`src/rtl/axi4_pkg.sv`:
```
// axi4_pkg: shared AXI4 write-response types and response codes
package axi4_pkg;
  localparam int AXI_ID_W = 4;
  localparam int AXI_LEN_W = 8;
  localparam logic [1:0] RESP_OKAY = 2'b00;
  localparam logic [1:0] RESP_SLVERR = 2'b10;
  typedef struct packed {
    logic [AXI_ID_W-1:0] id;
    logic [AXI_LEN_W-1:0] len;
  } aw_info_t;
  typedef struct packed {
    logic [AXI_ID_W-1:0] id;
    logic [1:0] resp;
  } b_info_t;
endpackage

```
`src/rtl/axi4_sync_fifo.sv`:
```
// axi4_sync_fifo: generic synchronous FIFO; a push while full is dropped even if a pop coincides
module axi4_sync_fifo #(
  parameter int WIDTH = 8,
  parameter int DEPTH = 4
) (
  input  logic             clk,
  input  logic             rst_n,
  input  logic             push,
  input  logic [WIDTH-1:0] din,
  input  logic             pop,
  output logic             full,
  output logic             empty,
  output logic [WIDTH-1:0] head
);
  localparam int AW = $clog2(DEPTH);
  logic [WIDTH-1:0] mem [DEPTH];
  logic [AW-1:0] wr_ptr, rd_ptr;
  logic [AW:0] count;
  logic do_push, do_pop;
  assign full = count == (AW+1)'(DEPTH);
  assign empty = count == '0;
  assign do_push = push & ~full;
  assign do_pop = pop & ~empty;
  assign head = mem[rd_ptr];
  always_ff @(posedge clk or negedge rst_n)
    if (!rst_n) begin
      wr_ptr <= '0;
      rd_ptr <= '0;
      count <= '0;
    end else begin
      if (do_push) wr_ptr <= wr_ptr + 1'b1;
      if (do_pop) rd_ptr <= rd_ptr + 1'b1;
      count <= count + (AW+1)'(do_push) - (AW+1)'(do_pop);
    end
  always_ff @(posedge clk)
    if (do_push) mem[wr_ptr] <= din;
endmodule

```
`src/rtl/axi4_write_response_gen.sv`:
```
// axi4_write_response_gen: checks W beat counts against AWLEN and issues B responses
module axi4_write_response_gen
  import axi4_pkg::*;
#(
  parameter int ID_W = AXI_ID_W,
  parameter int LEN_W = AXI_LEN_W,
  parameter int DEPTH = 4
) (
  input  logic             io_clk,
  input  logic             io_rstn,
  input  logic             io_awvalid,
  input  logic             io_awready,
  input  logic [ID_W-1:0]  io_awid,
  input  logic [LEN_W-1:0] io_awlen,
  input  logic             io_wvalid,
  input  logic             io_wready,
  input  logic             io_wlast,
  output logic             io_bvalid,
  input  logic             io_bready,
  output logic [ID_W-1:0]  io_bid,
  output logic [1:0]       io_bresp,
  output logic             io_aw_full,
  output logic             io_w_stall,
  output logic             io_proto_err
);
  aw_info_t aw_new, aw_head;
  b_info_t b_new, b_head;
  logic aw_push, w_beat, w_ok, w_done, bad_len, too_long;
  logic aw_full, aw_empty, b_full, b_empty;
  logic [LEN_W:0] beat_cnt;
  logic burst_err, proto_err;
  assign aw_push = io_awvalid & io_awready;
  assign w_beat = io_wvalid & io_wready;
  assign w_ok = w_beat & ~aw_empty;
  assign w_done = w_ok & io_wlast;
  assign bad_len = beat_cnt != {1'b0, aw_head.len};
  // a non-last beat landing on the final expected slot means the burst overruns AWLEN
  assign too_long = w_ok & ~io_wlast & ~bad_len;
  assign aw_new = '{id: io_awid, len: io_awlen};
  assign b_new = '{id: aw_head.id, resp: (burst_err | bad_len) ? RESP_SLVERR : RESP_OKAY};
  axi4_sync_fifo #(.WIDTH($bits(aw_info_t)), .DEPTH(DEPTH)) u_aw_fifo (
    .clk(io_clk), .rst_n(io_rstn), .push(aw_push), .din(aw_new), .pop(w_done),
    .full(aw_full), .empty(aw_empty), .head(aw_head)
  );
  axi4_sync_fifo #(.WIDTH($bits(b_info_t)), .DEPTH(DEPTH)) u_b_fifo (
    .clk(io_clk), .rst_n(io_rstn), .push(w_done), .din(b_new), .pop(io_bready),
    .full(b_full), .empty(b_empty), .head(b_head)
  );
  always_ff @(posedge io_clk or negedge io_rstn)
    if (!io_rstn) begin
      beat_cnt <= '0;
      burst_err <= 1'b0;
      proto_err <= 1'b0;
    end else begin
      if (w_done) begin
        beat_cnt <= '0;
        burst_err <= 1'b0;
      end else if (w_ok) begin
        beat_cnt <= beat_cnt + 1'b1;
        if (too_long) burst_err <= 1'b1;
      end
      if ((aw_push & aw_full) | (w_beat & aw_empty) | (w_done & b_full)) proto_err <= 1'b1;
    end
  assign io_bvalid = ~b_empty;
  assign io_bid = b_empty ? '0 : b_head.id;
  assign io_bresp = b_empty ? RESP_OKAY : b_head.resp;
  assign io_aw_full = aw_full;
  assign io_w_stall = b_full;
  assign io_proto_err = proto_err;
endmodule

```
`config.mk`:
```
export PLATFORM = sky130hd
export DESIGN_NAME = axi4_write_response_gen
export DESIGN_NICKNAME = d
export VERILOG_FILES = /design/src/rtl/axi4_pkg.sv /design/src/rtl/axi4_sync_fifo.sv /design/src/rtl/axi4_write_response_gen.sv
export SDC_FILE = /design/constraint.sdc
export NUM_CORES = 1
export LEC_CHECK = 0
export ABC_AREA = 1
export BUFFER_PORTS_ARGS = -buffer_cell sky130_fd_sc_hd__buf_4
export CAP_MARGIN = 40
export CORE_ASPECT_RATIO = 0.75
export CORE_MARGIN = 5
export CORE_UTILIZATION = 64
export DETAILED_ROUTE_END_ITERATION = 8
export PLACE_DENSITY = 0.8
export SLEW_MARGIN = 20
export SYNTH_ARGS = -nofsm -noshare
export SYNTH_HDL_FRONTEND = slang
export SYNTH_SLANG_ARGS = --single-unit
```
`constraint.sdc`:
```
create_clock -name io_clk -period 4.5 [get_ports io_clk]
set_clock_uncertainty 0.05 [all_clocks]
set_input_delay 1.35 -clock io_clk [delete_from_list [all_inputs] [get_ports io_clk]]
set_output_delay 1.35 -clock io_clk [all_outputs]
set_load 0.005 [all_outputs]
```
### Yosys cells after proc, flatten, opt, wreduce, memory -nomap -nowiden

Memory sizes are Yosys's and may differ from the RTL's.
Cells that the tools add are included.

| word-level totals | value |
|---|---|
| output and inout port bits | 10 |
| memory bits (writable) | 72 |
| bits in registers | 25 |
| memories kept | 2 |
| word-level logic and storage cells | 62 |

Memory list:

| memory | words | width | rd ports | clocked after Yosys merged registers in | wr ports | RTL line | text |
|---|---|---|---|---|---|---|---|
| u_aw_fifo.mem | 4 | 12 | 1 | 0 | 1 | axi4_sync_fifo.sv:16 | `logic [WIDTH-1:0] mem [DEPTH];` |
| u_b_fifo.mem | 4 | 6 | 1 | 0 | 1 | axi4_sync_fifo.sv:16 |  |

| cells by class | value |
|---|---|
| eq/ne operators | 3 |
| muxes and demuxes | 12 |
| add/sub/neg operators | 9 |
| bitwise operators | 22 |
| reductions and logical operators | 5 |

Operator list:

| operator | count |
|---|---|
| two-way mux 9 bit | 2 |
| bitwise AND 1 bit | 13 |
| adder 9 x 1 -> 9 bit, second input constant | 1 |
| inequality test 9 x 8 -> 1 bit | 1 |
| adder 2 x 1 -> 2 bit, second input constant | 4 |
| two-way mux 1 bit | 7 |
| adder 3 x 1 -> 3 bit | 2 |
| == test 3 bit, second input constant | 2 |
| zero test 3 bit | 2 |
| NOT 1 bit | 6 |
| subtractor 3 x 1 -> 3 bit | 2 |
| two-way mux 2 bit | 2 |
| two-way mux 4 bit | 1 |
| nonzero test 2 bit | 2 |
| bitwise OR 1 bit | 3 |
| AND reduction 2 bit | 1 |

### Depth between registers and ports, before layout

Gate-level depths: netlist of run 1.

| depth | value |
|---|---|
| word-level depth | 8 |
| depth in mapped cells | 13 |
| depth with buffers taken out | 11 |

### Cells and area by module

A second synthesis of run 1 with hierarchy kept.

| unflattened totals | value |
|---|---|
| cells, all modules | 475 |
| area total of the unflattened synthesis | 4600.7 um2 |

By module, submodules not included:

| module | times used | area an instance (um2) | cells an instance | seq. area each (um2) |
|---|---|---|---|---|
| axi4_sync_fifo at u_aw_fifo | 1 | 2333.5 | 210 | 1616.6 |
| axi4_sync_fifo at u_b_fifo | 1 | 1417.6 | 134 | 895.9 |
| axi4_write_response_gen | 1 | 849.6 | 131 | 275.3 |

### Least setup slack after synthesis of run 1

No wires, ideal clock.

| timing | value |
|---|---|
| path type | input to register |
| start | in io_awready |
| end | mem u_aw_fifo.mem[0][0] (netlist bit), enable pin |
| path buffers | 0 |
| arrival time | 2.338 ns |
| cell stages on the path | 4 |
| required time | 4.070 ns |
| path slack | 1.732 ns |
| setup time | 0.380 ns |
| cells stage by stage | inv_1 > nor3_2 > inv_1 > nor2_1 |

| between the ends | value |
|---|---|
| word-level cells in the longest chain between the ends | 4 |

Ends and longest elaborated chain:

| item | RTL line | text |
|---|---|---|
| start: declaration | axi4_write_response_gen.sv:12 | `input logic io_awready,` |
| bitwise AND 1 bit | axi4_write_response_gen.sv:32 | `assign aw_push = io_awvalid & io_awready;` |
| bitwise AND 1 bit | axi4_sync_fifo.sv:22 | `assign do_push = push & ~full;` |
| two-way mux 1 bit | axi4_sync_fifo.sv:36 | `if (do_push) mem[wr_ptr] <= din;` |
| two-way mux 1 bit (implied by the code) | axi4_sync_fifo.sv:36 |  |
| end: declaration | axi4_sync_fifo.sv:16 |  |

Every way passes these cells.

### Worst setup path in the final report of run 1

| timing | value |
|---|---|
| start | reg u_b_fifo.rd_ptr[0] |
| end | out io_bid[3] |

| between the ends | value |
|---|---|
| word-level cells in the longest chain between the ends | 2 |

Ends and longest elaborated chain:

| item | RTL line | text |
|---|---|---|
| start: declaration | axi4_sync_fifo.sv:17 | `logic [AW-1:0] wr_ptr, rd_ptr;` |
| start signal: assignment | axi4_sync_fifo.sv:32 | `if (do_pop) rd_ptr <= rd_ptr + 1'b1;` |
| memory (4 x 6 bit) | n/a |  |
| two-way mux 4 bit | axi4_write_response_gen.sv:65 | `assign io_bid = b_empty ? '0 : b_head.id;` |
| end: declaration | axi4_write_response_gen.sv:20 | `output logic [ID_W-1:0] io_bid,` |

Every way passes these cells.

==> metrics.md, run 1 <==
| Metric | Value |
|---|---|
| Top post-synthesis cells by area | edfxtp_1 (49%), dfrtp_1 (15%), nand2_1 (5.8%), nor2_1 (4.5%), inv_1 (4.0%) |
| RR Endpoint | u_b_fifo.count[2] |
| Gp weighted congestion | around 0.81 |
| Via count | 2,667 |
| Initial antenna violation count | 0 |
| Reg2Reg Setup Slack | 2020 ps |
| Hold Path Class | reg -> reg |
| Placed inst area | 4460 um^2 |
| Reg-to-reg startpoint | u_b_fifo.count[1] |
| Setup CP Type | reg -> out |
| Core area | 6320 um^2 |
| Worst-Skew Late Latency | 350 ps |
| Post-synth ARST share | 0.269 |
| Clock power share | 0.183 |
| Crit. End Element | output port |
| Worst Reg-to-Reg Cells | 10 |
| Ant diodes | 0 |
| Max-Cap Viols | 0 |
| Hold path cells | 1 |
| Post_cts resized | 0 |
| Power density over the cells | 564 nW/um^2 |
| Combinational share of power | 0.343 |
| Cell Int Power | between 1.5 and 2 mW |
| EDFF count, synth | 68 |
| Filler cell count | about 420 |
| Pre-Repair DR Iteration Count | 5 |
| Fin area | 4620 um^2 |
| Syn nets | roughly 420 |
| Fin. max-slew vios | 0 |
| # port buffers | 28 |
| Global-route wire length before repair | 12.1 mm |
| Area grow syn2layout | 10.7% |
| #FFs+latches synth | 93 |
| Final Hold Vio Count | 0 |
| Vias/cell | 5.34 |
| F_max | between 300 and 400 MHz |
| Clock buffer depth | 2 |
| Postcts setup bufs | 0 |
| Netlist cell types | 31 |
| Buf/Inv on CP | 2 |
| # hold bufs at CTS | 0 |
| Sink Count | 93 |
| Share of cells above drive strength 1 | 0.158 |
| Clock-pin transition on the worst setup and hold timing paths | 90 ps |
| Die height | 80.0 um |
| Seq/Total Area, Yosys | 0.639 |
| Relative slew slack | 0.552 |
| Total GRT Usage | 0.197 |
| Hold EP | io_proto_err |
| Hpwl dp | 5.34 mm |
| Maximum resistive drop on vdd | ~320 uV |
| Initial drt markers | approximately 140 |
| Total grt overflow | 0 |
| Post-route setup TNS | 0 ps |
| Period utilization | 0.684 |
| Row count | 25 |
| Hold Startpoint | io_proto_err |
| WP data arrival | 1680 ps |
| Vias in the first global route | between 2k and 2.5k |
| Drt drc | 0 |
| CTS tree | done |
| Routed WL per cell | 14.6 um |
| I/O pin count | 30 |
| Status | finished clean |
| Final min period | 3080 ps |
| Req. time, crit path | 3100 ps |
| Die X | between 100 and 150 um |
| Starting Density | 0.661 |
| Sw frac | 0.368 |
| Yosys warning count | 0 |
| CTS Buf Count | 9 |
| Max FO, Critical Path | 12 |
| Die ar. | around 8300 um^2 |
| Final hold slack | 439 ps |
| Pwr Total | ~2.6 mW |
| Final setup vio count | 0 |
| Synth area leader | edfxtp_1 |
| Post-synth top flop | edfxtp_1 |
| Critical path startpoint category | register |
| Yosys top cell area share | 0.489 |
| Synth Cell Area | 4180 um^2 |
| Synthesized area per cell | 11.0 um^2 |
| Drt total wl | approximately 7.3 mm |
| Largest net degree at the start of global routing | 26 |
| H-tree lvl count | 3 |
| CP max-delay cell | dfrtp_1 |
| Clock Tree Root | clkbuf_8 |
| Most frequent cell after synthesis | edfxtp_1 |
| Crit path largest cell delay | around 580 ps |
| Worst slew pin tran | 667 ps |
| Net Switching | 0.959 mW |
| Worst-path cell chain | inv_1 -> o21ai_0 -> a21oi_1 -> buf_4 |
| Total Nets Final | 448 |
| Fin util | 0.732 |
| CP top delay family | flip-flops |
| Gate Count Post-Synth | 380 |
| Synth top cells by count | edfxtp_1 (68), nand2_1 (65), nor2_1 (50), inv_1 (45) |
| Leak | 1.87 nW |
| RSZ-0062 raised after global routing | false |
| Sequential share of power | 0.474 |
| Antenna-violating nets left | 0 |
[cells in the final DEF, fill, tap and decap left out, types with 5 or more instances in the layout]
| cell | count |
|---|---|
| nand3_2 | 7 |
| buf_4 | 32 |
| ha_1 | 13 |
| clkbuf_8 | 9 |
| edfxtp_1 | 68 |
| a21oi_1 | 8 |
| inv_1 | 45 |
| o21ai_0 | 25 |
| o22ai_1 | 5 |
| nand3_1 | 22 |
| nand2_1 | 65 |
| xor2_1 | 8 |
| dfrtp_1 | 25 |
| nor2_1 | 50 |
[per-stage QoR]
step	std cells	setup WS, ps
2_1_floorplan	380	1730
3_3_place_gp	478	1300
3_5_place_dp	483	1440
4_1_cts	499	1400
5_1_grt	499	1250
6_report	499	1420
[final cells by class]
| type | instances | area (um^2) | area share |
|---|---|---|---|
| inverters | 49 | 189 | 0.0409 |
| well taps | 81 | 101 | 0.0219 |
| clock inverters | 6 | 40.0 | 0.00866 |
| flip-flops and latches | 93 | 2670 | 0.577 |
| clock buffers | 10 | 128 | 0.0276 |
| multi-input cells | 227 | 1250 | 0.270 |
| repair buffers | 33 | 251 | 0.0544 |
[registers in the layout, indices dropped and copies added (netlist names)]
signal            flops
beat_cnt              9
burst_err             1
io_proto_err          1
u_aw_fifo.count       3
u_aw_fifo.mem        48
u_aw_fifo.rd_ptr      2
u_aw_fifo.wr_ptr      2
u_b_fifo.count        3
u_b_fifo.mem         20
u_b_fifo.rd_ptr       2
u_b_fifo.wr_ptr       2
[logic make-up (layout without fill, tap and decap cells)]
kind of cell / Yosys count / count (layout) / synth area share
AOI/OAI and AO/OA: 42 / 42 / 0.0551
DFF: 93 / 93 / 0.639
other: 1 / 1 / 0.000898
and+or+nand+nor: 157 / 157 / 0.169
adders and majority gates: 15 / 15 / 0.0485
xor gates and xnor gates: 12 / 12 / 0.0252
buffers and inverters: 60 / 98 / 0.0629
[worst reg2reg max path, stage by stage, from the launching register on]
cell,delay (ps)
dfrtp_1,440
nor3_1,580
inv_1,120
nand2_1,110
inv_1,60
ha_1,280
inv_1,60
ha_1,130
inv_1,50
fa_1,370
xnor2_1,130
[per-layer routing]
metal	vias up	track usage	wire length [um]
met3	6	0.0524	651
li1	1320	-	-
met1	1248	0.304	3460
met5	-	0	0
met2	93	0.273	3090
met4	0	0.0543	65
[power groups by stage]
stage,combinational [mW],clock (mW),sequential (mW)
CTS,0.900,0.486,1.24
global placement,0.836,0,1.26
finish,0.894,0.476,1.24
detailed placement,0.894,0,1.25
floorplan,0.708,0,1.18
global route,1.03,0.521,1.26
[how the worst max path moves through the flow]
| stage | start | end | slack [ps] | cells after the start |
|---|---|---|---|---|
| floorplan | io_awready | u_aw_fifo.mem[0][0] | 1730 | 4 |
| global placement | io_awready | u_aw_fifo.mem[3][9] | 1300 | 5 |
| detailed placement | io_awready | u_aw_fifo.mem[2][11] | 1440 | 6 |
| CTS | u_b_fifo.count[1] | io_bvalid | 1400 | 3 |
| global route | u_b_fifo.rd_ptr[0] | io_bresp[1] | 1250 | 4 |
| finish | u_b_fifo.rd_ptr[0] | io_bid[3] | 1420 | 4 |
No activity file was read; power rests on OpenSTA's default activity.
==> run 2: changes to the inputs <==
- ABC_AREA: 1 -> 0
- CORE_UTILIZATION: 64 -> 59
- PLACE_DENSITY: 0.8 -> 0.74
- clock period: 4.5 -> 2.83 ns (I/O delays scaled with it)
==> metrics.md, run 2 <==
| Metric | Value |
|---|---|
| Status | finished clean (unchanged) |
| Netlist cell types | 45 (was 31) |
| Area grow syn2layout | 11.7% (was 10.7%) |
| Initial drt markers | 107 (was 135) |
| Core area | 6770 um^2 (was 6320 um^2) |
| Fin. max-slew vios | 0 (unchanged) |
| Worst-path cell chain | mux4_2 -> and2_1 -> buf_4 (was inv_1 -> o21ai_0 -> a21oi_1 -> buf_4) |
| Routed WL per cell | 16.5 um (was 14.6 um) |
| #FFs+latches synth | 93 (unchanged) |
| Clock Tree Root | clkbuf_8 (unchanged) |
| Most frequent cell after synthesis | edfxtp_1 (unchanged) |
| Crit. End Element | output port (unchanged) |
| Req. time, crit path | 1930 ps (was 3100 ps) |
| Die X | 106 um (was 103 um) |
| Clock-pin transition on the worst setup and hold timing paths | 80 ps (was 90 ps) |
| Die ar. | 8690 um^2 (was 8260 um^2) |
| Adder-Cell Fraction of Synth Area | 0.0497 (was 0.0485) |
| Filler cell count | 480 (was 424) |
| Leak | 1.73 nW (was 1.87 nW) |
| Post_cts resized | 0 (unchanged) |
| Via count | 2,170 (was 2,667) |
| Relative slew slack | 0.509 (was 0.552) |
| Share of cells above drive strength 1 | 0.223 (was 0.158) |
| Initial antenna violation count | 0 (unchanged) |
| Yosys warning count | 0 (unchanged) |
| Vias in the first global route | 2,192 (was 2,470) |
| Post-synthesis xor/xnor area fraction | 0.0494 (was 0.0252) |
| Commonest cells after routing, fill and taps aside | edfxtp_1 (68), buf_4 (37), dfrtp_1 (25), inv_1 (17), xnor2_1 (15) (was edfxtp_1 (68), nand2_1 (65), nor2_1 (50), inv_1 (45), buf_4 (32)) |
| Yosys top cell area share | 0.501 (was 0.489) |
| Gp weighted congestion | 0.804 (was 0.810) |
| Post-route setup TNS | 0 ps (unchanged) |
| Simple-Gate Fraction of Synth Area | 0.0718 (was 0.169) |
| Final min period | about 2700 ps |
| Final setup vio count | 0 (unchanged) |
| # port buffers | 28 (unchanged) |
| H-tree lvl count | 3 (unchanged) |
| Sink Count | 93 (unchanged) |
| Mux share of post-synthesis cell area | 0.0954 (was 0) |
| CP max-delay cell | dfrtp_1 (unchanged) |
| Ant diodes | 0 (unchanged) |
| Largest register FFs | 48 (unchanged) |
| Antenna-violating nets left | 0 (unchanged) |
| Vias/cell | 5.52 (was 5.34) |
| Worst slew pin tran | 735 ps (was 667 ps) |
| Hold Path Class | in -> async (was reg -> reg) |
| WP data arrival | 1790 ps (was 1680 ps) |
| Power density over the cells | 878 nW/um^2 (was 564 nW/um^2) |
| Critical path startpoint category | register (unchanged) |
| Final hold slack | 333 ps (was 439 ps) |
| Compound-gate portion of the synthesized area | 0.0469 (was 0.0551) |
| Post-synth top flop | edfxtp_1 (unchanged) |
| Hpwl dp | 4.64 mm (was 5.34 mm) |
| I/O pin count | 30 (unchanged) |
| Period utilization | 0.951 |
| Synth Cell Area | 4080 um^2 (was 4180 um^2) |
| Final Hold Vio Count | 0 (unchanged) |
| Global-route wire length before repair | 11.0 mm (was 12.1 mm) |
| Synth top cells by count | edfxtp_1 (68), dfrtp_1 (25), inv_1 (17), xnor2_1 (15), and2_1 (14) (was edfxtp_1 (68), nand2_1 (65), nor2_1 (50), inv_1 (45)) |
| Largest registers | u_aw_fifo.mem x48, u_b_fifo.mem x20, beat_cnt x9 (unchanged) |
| Clock buffer depth | 2 (unchanged) |
| Postcts setup bufs | 0 (unchanged) |
| Max-Cap Viols | 0 (unchanged) |
| Total grt overflow | 0 (unchanged) |
| EDFF count, synth | 68 (unchanged) |
| Largest Register | u_aw_fifo.mem (unchanged) |
| Row count | 26 (was 25) |
| Drt drc | 0 (unchanged) |
| Dpl ws | 185 ps (was 1440 ps) |
| # hold bufs at CTS | 0 (unchanged) |
| Seq/Total Area, Yosys | 0.654 (was 0.639) |
| CTS Buf Count | 9 (unchanged) |
| RSZ-0062 raised after global routing | false (unchanged) |
| Total Nets Final | 341 (was 448) |
| Main combinational cell family by area after synthesis | multiplexers (was simple AND/OR/NAND/NOR gates) |
| Syn nets | 304 (was 415) |
| Starting Density | 0.603 (was 0.661) |
| Post-synth ARST share | 0.269 (unchanged) |
| Pwr Total | 4.00 mW (was 2.61 mW) |
| Pre-Repair DR Iteration Count | 4 (was 5) |
| Synth area leader | edfxtp_1 (unchanged) |
| Worst-Skew Late Latency | 350 ps (about the same) |
| Total GRT Usage | 0.171 (was 0.197) |
| Die height | 82.0 um (was 80.0 um) |
| Commonest non-fill, non-tap cell in the layout | edfxtp_1 (unchanged) |
| Synthesized area per cell | 15.2 um^2 (was 11.0 um^2) |
| CTS tree | done (unchanged) |
| Gate Count Post-Synth | 269 (was 380) |
| Drt total wl | 6.48 mm (was 7.27 mm) |
| Crit path largest cell delay | 580 ps (about the same) |
| Maximum resistive drop on vdd | 440 uV (was 319 uV) |
| Top post-synthesis cells by area | edfxtp_1 (50%), dfrtp_1 (15%), mux4_2 (5.5%), ha_1 (4.0%), xnor2_1 (3.2%) (was edfxtp_1 (49%), dfrtp_1 (15%), nand2_1 (5.8%), nor2_1 (4.5%), inv_1 (4.0%)) |
| F_max | 372 MHz |
| Setup CP Type | reg -> out (unchanged) |
| Max FO, Critical Path | 7 (was 12) |
| Crit path setup slack, layout | 139 ps (was 1420 ps) |
| Largest net degree at the start of global routing | 26 (unchanged) |
==> run 2: cells by family (layout without fill, tap and decap cells) <==
kind of cell             count (synthesis)  count (layout)
AO/OA/AOI/OAI                           26              26
other                                    1               1
AND/OR/NAND/NOR                         57              57
adder cells (fa/ha/maj)                 15              15
multiplexers                            25              25
buffers and inverters                   29              69
flip-flops                              93              93
XOR/XNOR                                23              23
==> run 2: power by group <==
group | leakage (nW) | switching, mW | internal, mW | total [mW]
sequential | 0.905 | 0.223 | 1.75 | 1.97
clock | 0.0683 | 0.423 | 0.303 | 0.726
combinational | 0.755 | 0.633 | 0.671 | 1.30
total | 1.73 | 1.28 | 2.72 | 4.00
==> run 2: final cells by class <==
class / instances / area [um^2] / share of cell area
sequential: 93 / 2670 / 0.586
multi-input combinational: 147 / 1280 / 0.281
timing repair buffer: 37 / 278 / 0.0610
clock buffer: 9 / 124 / 0.0272
tap: 84 / 105 / 0.0231
inverter: 18 / 67.6 / 0.0148
clock inverter: 5 / 30.0 / 0.00660
==> run 2: final timing paths <==
kind | from | end | slack [ps] | depth (start not counted)
hold reg to reg | io_proto_err | io_proto_err | 450 | 2
setup / recovery | u_b_fifo.rd_ptr[0] | io_bid[0] | 140 | 3
hold / removal | io_rstn | u_b_fifo.rd_ptr[0] | 330 | 1
max in group asynchronous | io_rstn | u_aw_fifo.rd_ptr[0] | 2150 | 1
min in group io_clk | io_proto_err | io_proto_err | 450 | 2
setup reg to reg | u_aw_fifo.rd_ptr[1] | u_b_fifo.mem[2][1] | 340 | 6
==> run 2: routing by layer <==
layer | share of wire | track usage | up-vias
met4 | 0.016 | 0.0582 | 0
met1 | 0.49 | 0.235 | 1050
met2 | 0.43 | 0.267 | 59
li1 | - | - | 1047
met5 | 0 | 0 | -
met3 | 0.063 | 0.0487 | 14
==> run 2: worst max-delay path, delay by kind of cell, from the launching register on <==
kind	cells	cell delay (ps)
DFF	1	580
muxes	1	560
buffers and inverters	1	130
and+or+nand+nor	1	170
==> run 2: through the flow <==
| stage | util | instance area, um^2 | cells |
|---|---|---|---|
| 5_1_grt | 0.673 | 4550 | 393 |
| 3_5_place_dp | 0.650 | 4400 | 379 |
| 4_1_cts | 0.673 | 4550 | 393 |
| 6_report | 0.673 | 4550 | 393 |
| 2_1_floorplan | - | 4080 | 269 |
| 3_3_place_gp | 0.650 | 4400 | 379 |
